`config.mk`:
```
export PLATFORM = sky130hd
export DESIGN_NAME = vp_update_sched
export DESIGN_NICKNAME = d
export VERILOG_FILES = /design/src/rtl/vp_update_sched.sv
export SDC_FILE = /design/constraint.sdc
export NUM_CORES = 1
export LEC_CHECK = 0
export CORE_AREA = 2 2 200 202
export CTS_BUF_LIST = sky130_fd_sc_hd__clkbuf_4 sky130_fd_sc_hd__clkbuf_8
export DETAILED_ROUTE_END_ITERATION = 8
export DIE_AREA = 0 0 202 204
export PLACE_DENSITY_LB_ADDON = 0.25
export SYNTH_ARGS = -nofsm -noshare
export SYNTH_HDL_FRONTEND = slang
export SYNTH_SLANG_ARGS = --single-unit
```
`constraint.sdc`:
```
create_clock -name clk_i -period 3.6 [get_ports clk_i]
set_input_delay 0.36 -clock clk_i [delete_from_list [all_inputs] [get_ports clk_i]]
set_output_delay 0.36 -clock clk_i [all_outputs]
set_load 0.01 [all_outputs]
```
`src/rtl/vp_update_sched.sv`:
```
// Serialises per-lane predictor feedback and full-table flush sweeps onto one table write port.
// Latency: feedback to upd_valid_o in 1 cycle. Backpressure: upd_* holds while !upd_ready_i, lanes stall when FIFO full.
// Optional statistics counters are enabled by defining VP_UPD_STATS_EN.
module vp_update_sched #(
    parameter int  P_NUM_PRED     = 2,
    parameter int  P_STORAGE_SIZE = 2048,
    parameter int  P_FIFO_DEPTH   = 4,
    localparam int P_INDEX_WIDTH  = $clog2(P_STORAGE_SIZE)
) (
    input  logic                         clk_i,
    input  logic                         rst_ni,
    input  logic [P_NUM_PRED-1:0]        fb_valid_i,
    input  logic [P_NUM_PRED-1:0][31:0]  fb_pc_i,
    input  logic [P_NUM_PRED-1:0][31:0]  fb_actual_i,
    output logic [P_NUM_PRED-1:0]        fb_ready_o,
    input  logic                         flush_i,
    output logic                         flush_busy_o,
    output logic                         upd_valid_o,
    output logic [P_INDEX_WIDTH-1:0]     upd_index_o,
    output logic [31:0]                  upd_value_o,
    output logic                         upd_clear_o,
    input  logic                         upd_ready_i,
    output logic [31:0]                  upd_cnt_o,
    output logic [31:0]                  stall_cnt_o
);
    localparam int LP_PW = $clog2(P_FIFO_DEPTH);
    localparam int LP_LW = (P_NUM_PRED > 1) ? $clog2(P_NUM_PRED) : 1;

    typedef enum logic {S_IDLE, S_FLUSH} state_t;
    typedef struct packed {
        logic [P_INDEX_WIDTH-1:0] idx;
        logic [31:0]              val;
    } ent_t;

    state_t                   r_state;
    logic [P_INDEX_WIDTH-1:0] r_sidx;
    logic [LP_LW-1:0]         r_rr;
    ent_t                     r_mem  [P_NUM_PRED][P_FIFO_DEPTH];
    logic [LP_PW-1:0]         r_wptr [P_NUM_PRED];
    logic [LP_PW-1:0]         r_rptr [P_NUM_PRED];
    logic [LP_PW:0]           r_cnt  [P_NUM_PRED];

    logic                     r_upd_vld;
    logic [P_INDEX_WIDTH-1:0] r_upd_idx;
    logic [31:0]              r_upd_val;
    logic                     r_upd_clr;

    logic                     w_load;
    logic                     w_flush_go;
    logic                     w_gnt_vld;
    logic [LP_LW-1:0]         w_gnt;
    logic [LP_LW-1:0]         w_rr_nxt;
    logic                     w_pop;
    logic [P_NUM_PRED-1:0]    w_empty;
    logic [P_NUM_PRED-1:0]    w_pop_v;
    logic [P_NUM_PRED-1:0]    w_push_v;
    logic [P_NUM_PRED-1:0]    w_unused_pc;
    ent_t                     w_gnt_ent;

    assign w_load     = !r_upd_vld || upd_ready_i;
    assign w_flush_go = (r_state == S_IDLE) && flush_i;
    // FIFOs are never drained on the flush edge so queued entries cannot leak past it.
    assign w_pop      = (r_state == S_IDLE) && !flush_i && w_load && w_gnt_vld;
    assign w_push_v   = fb_valid_i & fb_ready_o;
    assign w_gnt_ent  = r_mem[w_gnt][r_rptr[w_gnt]];
    assign w_rr_nxt   = (w_gnt == LP_LW'(P_NUM_PRED - 1)) ? '0 : w_gnt + 1'b1;

    always_comb begin
        w_empty    = '0;
        fb_ready_o = '0;
        for (int i = 0; i < P_NUM_PRED; i++) begin
            w_empty[i]    = (r_cnt[i] == '0);
            fb_ready_o[i] = (r_state == S_IDLE) && (r_cnt[i] != (LP_PW+1)'(P_FIFO_DEPTH));
        end
    end

    always_comb begin
        w_gnt_vld = 1'b0;
        w_gnt     = '0;
        for (int k = 0; k < P_NUM_PRED; k++) begin
            if (!w_gnt_vld && !w_empty[LP_LW'((int'(r_rr) + k) % P_NUM_PRED)]) begin
                w_gnt_vld = 1'b1;
                w_gnt     = LP_LW'((int'(r_rr) + k) % P_NUM_PRED);
            end
        end
    end

    always_comb begin
        w_pop_v = '0;
        if (w_pop) w_pop_v[w_gnt] = 1'b1;
    end

    genvar g;
    for (g = 0; g < P_NUM_PRED; g++) begin : g_lane
        assign w_unused_pc[g] = ^fb_pc_i[g][31:P_INDEX_WIDTH];

        always_ff @(posedge clk_i) begin
            if (w_push_v[g]) r_mem[g][r_wptr[g]] <= '{idx: fb_pc_i[g][P_INDEX_WIDTH-1:0], val: fb_actual_i[g]};
        end

        always_ff @(posedge clk_i or negedge rst_ni) begin
            if (!rst_ni) begin
                r_wptr[g] <= '0;
                r_rptr[g] <= '0;
                r_cnt[g]  <= '0;
            end else if (w_flush_go) begin
                r_wptr[g] <= '0;
                r_rptr[g] <= '0;
                r_cnt[g]  <= '0;
            end else begin
                if (w_push_v[g]) r_wptr[g] <= r_wptr[g] + 1'b1;
                if (w_pop_v[g])  r_rptr[g] <= r_rptr[g] + 1'b1;
                case ({w_push_v[g], w_pop_v[g]})
                    2'b10:   r_cnt[g] <= r_cnt[g] + 1'b1;
                    2'b01:   r_cnt[g] <= r_cnt[g] - 1'b1;
                    default: r_cnt[g] <= r_cnt[g];
                endcase
            end
        end
    end

    always_ff @(posedge clk_i or negedge rst_ni) begin
        if (!rst_ni) begin
            r_state   <= S_IDLE;
            r_sidx    <= '0;
            r_rr      <= '0;
            r_upd_vld <= 1'b0;
            r_upd_idx <= '0;
            r_upd_val <= '0;
            r_upd_clr <= 1'b0;
        end else begin
            if (w_pop) r_rr <= w_rr_nxt;
            case (r_state)
                S_IDLE: begin
                    if (flush_i) begin
                        r_state <= S_FLUSH;
                        r_sidx  <= '0;
                    end
                    if (w_load) begin
                        r_upd_vld <= w_pop;
                        r_upd_clr <= 1'b0;
                        if (w_pop) begin
                            r_upd_idx <= w_gnt_ent.idx;
                            r_upd_val <= w_gnt_ent.val;
                        end
                    end
                end
                S_FLUSH: begin
                    if (w_load) begin
                        r_upd_vld <= 1'b1;
                        r_upd_idx <= r_sidx;
                        r_upd_val <= '0;
                        r_upd_clr <= 1'b1;
                        r_sidx    <= r_sidx + 1'b1;
                        if (r_sidx == P_INDEX_WIDTH'(P_STORAGE_SIZE - 1)) r_state <= S_IDLE;
                    end
                end
                default: r_state <= S_IDLE;
            endcase
        end
    end

    assign flush_busy_o = (r_state == S_FLUSH);
    assign upd_valid_o  = r_upd_vld;
    assign upd_index_o  = r_upd_idx;
    assign upd_value_o  = r_upd_val;
    assign upd_clear_o  = r_upd_clr;

`ifdef VP_UPD_STATS_EN
    logic [31:0] r_upd_cnt;
    logic [31:0] r_stall_cnt;

    always_ff @(posedge clk_i or negedge rst_ni) begin
        if (!rst_ni) begin
            r_upd_cnt   <= '0;
            r_stall_cnt <= '0;
        end else begin
            if (r_upd_vld && upd_ready_i)  r_upd_cnt   <= r_upd_cnt + 32'd1;
            if (r_upd_vld && !upd_ready_i) r_stall_cnt <= r_stall_cnt + 32'd1;
        end
    end

    assign upd_cnt_o   = r_upd_cnt;
    assign stall_cnt_o = r_stall_cnt;
`else
    assign upd_cnt_o   = '0;
    assign stall_cnt_o = '0;
`endif
endmodule

```
==> metrics <==
GRT Overall Usage=0.194; Layout area overhead=18.7%; critical path, cell by cell=or3b_1 > nor2b_1 > clkdlybuf4s50_1; share of layout cells above drive strength 1=0.126; GRT overflow=0; first-pass GRT wire length=59,900 um; CTS clk-pin slew, worst paths=~0.060 ns; die area=41,200 um^2; Syn Area/Cell=around 15 um^2; clock share of power=0.395; Int Pwr=about 8100 uW; CP arrival=2.34 ns; Top FF cell, synth=edfxtp_1; post-route ant nets=0; detailed-route DRC error count=0; drt via density=about 5.3; Starting Density=0.443; core box area=39,200 um^2; Fill cells=approximately 3,300; required time worst endpoint=roughly 3.2 ns; total clock sinks=between 400 and 500; register area=approximately 12,000 um^2; starting DRC count in detailed routing=~650; Synth Register Bits=416; reg-to-reg slack, setup=0.94 ns; crit path max-delay cell type=or3b_1; biggest area consumer among synthesized cells=edfxtp_1; I/O pin count=between 200 and 250; Post-DP Area=between 15,000 and 20,000 um^2; post-synth top area share=0.596; Pre-antenna DRT Iters=5; status=finished, final reports clean; switch share=0.236; Synth async-reset ratio=0.173; Tmin final=between 2 and 3 ns; Syn. warnings=0; # nets final=~1,500; Overall Power=between 10,000 and 15,000 uW; post-DP HPWL=roughly 25,000 um; initial antenna violation count=4; Final Max Slew Viols=0; Final Hold Vio Count=0; cells after synthesis=about 1,200; root buf cell=clkbuf_8; WL/cell=about 21 um; Post-Route WL=just over 40,000 um; Placed Instances=1,788; Final Cycle Share=0.750; Crit Path Max Fanout=9; switching power total=approximately 2500 uW; sequential area share after synthesis=0.700; clk_lat worst skew=0.61 ns; Gate power share=0.090; CTS tree=yes; Worst Clk Skew=roughly 0.037 ns; Flop pwr share=0.516; Leak Pwr=0.00717 uW; Critical Path Max Stage Delay=~0.53 ns; crit path kind=flop to output pin; multi-input logic area=around 4600 um^2; relative slew slack=0.393; die span in y=just over 200 um; final setup fails=0; Setup Buffers After CTS=0; largest net degree at the start of global routing=59; I/O Buffers=about 140; element type at the critical path end=output pin; Unique masters post-synth=roughly 50; commonest non-fill, non-tap cells in the layout=344 x edfxtp_1, 138 x clkdlybuf4s50_1, 127 x mux2i_1, 93 x nand2_1, 81 x clkbuf_8; synthesized cell area=17,300 um^2; Setup TNS=0 ns; Final Instance Count excl. Fillers=between 1,500 and 2,000; die width=between 200 and 250 um; fin area=approximately 21,000 um^2; Power per Cell Area=slightly above 500 nW/um^2; RePlAce Congestion=about 0.77; Critical Path Start Type=flop; via count=10,100; top cells by area, synth=edfxtp_1 60%, dfrtp_1 10%, mux2i_1 7.3%, buf_4 2.9%, nand2_1 2.0%; most common cell after layout, fill and taps aside=edfxtp_1; EDFF count, synth=about 340; FMAX=approximately 370 MHz; Hold Path Class=input pin to flop; H-tree depth=3; Core Util, Final=0.525; Worst Tran Pin Value=approximately 0.9 ns; RSZ-0062 raised after global routing=false; CTS Buffer Depth=3; Max Cap Violations=0; vias in the first global route=about 10,000; cts bufs inserted=68; Max rail drop VDD=0.000284 V; Cell Rows=between 70 and 80
## per-stage QoR
step / worst slack, ns / hold slack [ns]
after floorplan: 0.999 / 0.0644
after global placement: 0.862 / 0.488
after detailed placement: 0.854 / 0.489
after CTS: 0.876 / 0.345
after global routing: 0.749 / 0.377
final: 0.899 / 0.383
## cells in the mapped netlist (5+ instances only)
cell	number
xnor2_1	11
a21oi_1	53
a221o_1	32
nand2_1	93
nand3_1	20
nor2_1	18
clkbuf_1	33
or3_1	5
edfxtp_1	344
a32o_1	8
mux2i_1	127
a211oi_1	46
a2111oi_0	11
ha_1	10
o21ai_0	15
and2_1	12
nand2b_1	5
a31oi_1	8
and3_1	5
buf_1	5
dfrtp_1	72
buf_2	33
buf_4	66
inv_1	12
and4_1	33
nor2b_1	51
## power by group through the flow
stage / Clock, uW / Sequential [uW] / Combinational, uW
finish: 4170 / 5450 / 950
global route: 4470 / 5460 / 1040
CTS: 4270 / 5450 / 954
detailed placement: 0 / 5550 / 950
global placement: 0 / 5540 / 926
floorplan: 0 / 5500 / 619
## critical path, delay by kind of cell (launching register included)
kind,cells,cell delay (ns)
buffers and inverters,1,0.51
AND/OR/NAND/NOR,2,0.74
flip-flops,1,0.51
## layer usage
layer,track usage,wire length (um)
met1,0.263,18200
met2,0.312,19100
met3,0.0403,2270
met4,0.0706,749
met5,0,0
## worst paths after layout
kind,cells after the start,endpoint,start
max in group asynchronous,3,r_sidx[0],rst_ni
setup reg to reg,10,r_cnt[2],flush_busy_o
hold reg to reg,1,upd_index_o[10],upd_index_o[10]
min in group asynchronous,2,upd_index_o[4],rst_ni
setup / recovery,3,fb_ready_o[0],r_cnt[3]
hold / removal,1,r_mem[1][80],fb_pc_i[37]
## state kept, by name, indices dropped and copies added (netlist names)
| register | cells |
|---|---|
| r_rptr | 4 |
| flush_busy_o | 1 |
| r_wptr | 4 |
| r_cnt | 6 |
| r_rr | 1 |
| r_mem | 344 |
| upd_clear_o | 1 |
| upd_index_o | 11 |
| upd_value_o | 32 |
| r_sidx | 11 |
| upd_valid_o | 1 |
## area by class of cell
type                       count  area share
clock inverter                11     0.00316
inverter                      12     0.00219
timing repair buffer         175      0.0837
sequential                   416       0.590
antenna                        4    0.000486
multi-input combinational    661       0.224
clock buffer                 111      0.0651
tap                          525      0.0319
## timing repair
action                     4_1_cts  5_1_grt
hold buffers                     1        0
hold endpoints to repair        51        0
gates resized for setup          0        0
setup endpoints to repair        0        0
## kinds of logic after synthesis
kind of cell	after synthesis	synth area share
AOI/OAI and AO/OA	192	0.0814
xor gates and xnor gates	13	0.00700
adders and majority gates	12	0.00953
buffers and inverters	150	0.0496
DFF	416	0.700
muxes	127	0.0733
other	1	0.000216
and+or+nand+nor	253	0.0793
Power figures use the tool's default switching activity.
==> RTL edit: new RTL, same settings <==
Change the parameter `P_STORAGE_SIZE` from 2048 to 4096.
--- a/src/rtl/vp_update_sched.sv
+++ b/src/rtl/vp_update_sched.sv
@@ -3,7 +3,7 @@
 // Optional statistics counters are enabled by defining VP_UPD_STATS_EN.
 module vp_update_sched #(
     parameter int  P_NUM_PRED     = 2,
-    parameter int  P_STORAGE_SIZE = 2048,
+    parameter int  P_STORAGE_SIZE = 4096,
     parameter int  P_FIFO_DEPTH   = 4,
     localparam int P_INDEX_WIDTH  = $clog2(P_STORAGE_SIZE)
 ) (
Interface: changed (resized upd_index_o); port bits go from 246 to 247. The function was not compared with the original's and may differ.
==> RTL edit against the original RTL <==
Area after synthesis grew 1.2%; final cell count fell by 1.3%; design area grew 1.3%; non-clock buffer count shrank 6; first-iteration DRC count decreased by 4.6%; largest cell class unchanged; wire length shrank 1.9%; sequential cell count rose by 10; total power up 0.78%; setup slack improved by 0.16 ns; via count fell by 0.35%; largest power group unchanged.
==> RTL edit: results (changes against the original RTL) <==
vias: 10100  # about the same
first_iter_violations: 623  # was 653
synthAdderAreaFrac_pct: 0.941  # was 0.953%
synth_edf_count: 352  # was 344
grt_usage_pct: 19.5  # was 19.4%
synth.area.top_cells: "edfxtp_1, dfrtp_1, mux2i_1, a211oi_1, buf_4"  # was edfxtp_1, dfrtp_1, mux2i_1, buf_4, nand2_1
reg2reg_depth: 8  # was 10
place_area_um2: 19400  # was 19200 µm²
syn_inst: 1140  # was 1164
grt_max_degree: 93  # was 59
hpwlAfterDp_mm: 23.5  # was 24.6 mm
fin_skew_ns: 0.0256  # was 0.0373 ns
wl_met1_mm: 17.3  # was 18.2 mm
top_layer: "met5"  # was met4
final_nets: 1452  # was 1480
rrSetupSlack_ns: 1.18  # was 0.94 ns
synth_warnings: 0  # unchanged
numPortBuffers: 142  # was 139
met1_usage_pct: 26.1  # was 26.3%
fillers: 3192  # was 3265
dp.cells: 1759  # was 1788
synth_xor_area_share_pct: 0.592  # was 0.700%
pre_cts_slack_ns: 0.877  # was 0.854 ns
wl_met3_mm: 2.54  # was 2.27 mm
routed-wl-met2_mm: 18.8  # was 19.1 mm
synth_commonest_cells: "edfxtp_1, mux2i_1, a211oi_1"  # was edfxtp_1, mux2i_1, nand2_1
final_cells: 1890  # was 1915
critPathArrivalTime_ns: 2.18  # was 2.34 ns
cts_buffers: 69  # was 68
yosysUniqueCellTypes: 52  # was 51
ys_seq_area_share_pct: 70.8  # was 70.0%
grt_first_pass_wirelength_mm: 59.9  # about the same
power_leakage_nw: 7.12  # was 7.17 nW
grt_util_met2_pct: 31.4  # was 31.2%
largest_reg_flops: 352  # was 344
run_status: "finished clean"  # unchanged
whs_ns: 0.316  # was 0.383 ns
max-vdd-ir-drop_v: 0.000300  # was 0.000284 V
synthArstFlopShare_pct: 17.4  # was 17.3%
max-slew-margin-rel_pct: 44.7  # was 39.3%
path_max_fanout: 7  # was 9
hold_path_class: "input port to async pin"  # was input port to register
r2r_start: "r_cnt[4]"  # was flush_busy_o
grt.met3_usage_pct: 4.37  # was 4.03%
drive_above_1_share_pct: 12.7  # was 12.6%
antenna_found_initial: 2  # was 4
finalCritPeriodShare_pct: 70.5  # was 75.0%
synth-compound-area-share_pct: 9.39  # was 8.14%
synthMuxAreaShare_pct: 6.84  # was 7.33%
-- RTL edit: what timing repair did --
item,in CTS,in global routing
gates resized for setup,0,0
hold endpoints to repair,39,0
hold buffers,1,0
-- RTL edit: report_power, final --
group | switching, mW | internal, mW | leakage, nW
sequential | 0.123 | 5.43 | 4.15
clock | 1.86 | 2.37 | 0.756
combinational | 0.490 | 0.385 | 2.22
total | 2.47 | 8.18 | 7.12
-- RTL edit: cell type report --
type	instances	area, µm²	share of cell area [%]
Tap cell	525	657	3.15
Clock inverter	24	143	0.684
Timing Repair Buffer	169	1750	8.39
Inverter	19	71.3	0.342
Clock buffer	104	1290	6.18
Multi-Input combinational cell	621	4500	21.6
Sequential cell	426	12400	59.6
Antenna cell	2	5.00	0.0240
-- RTL edit: critical path, cell delays in order, from the launching register on --
cell,delay [ns]
dfrtp_1,0.46
or3b_1,0.46
and2_1,0.19
clkdlybuf4s50_1,0.48
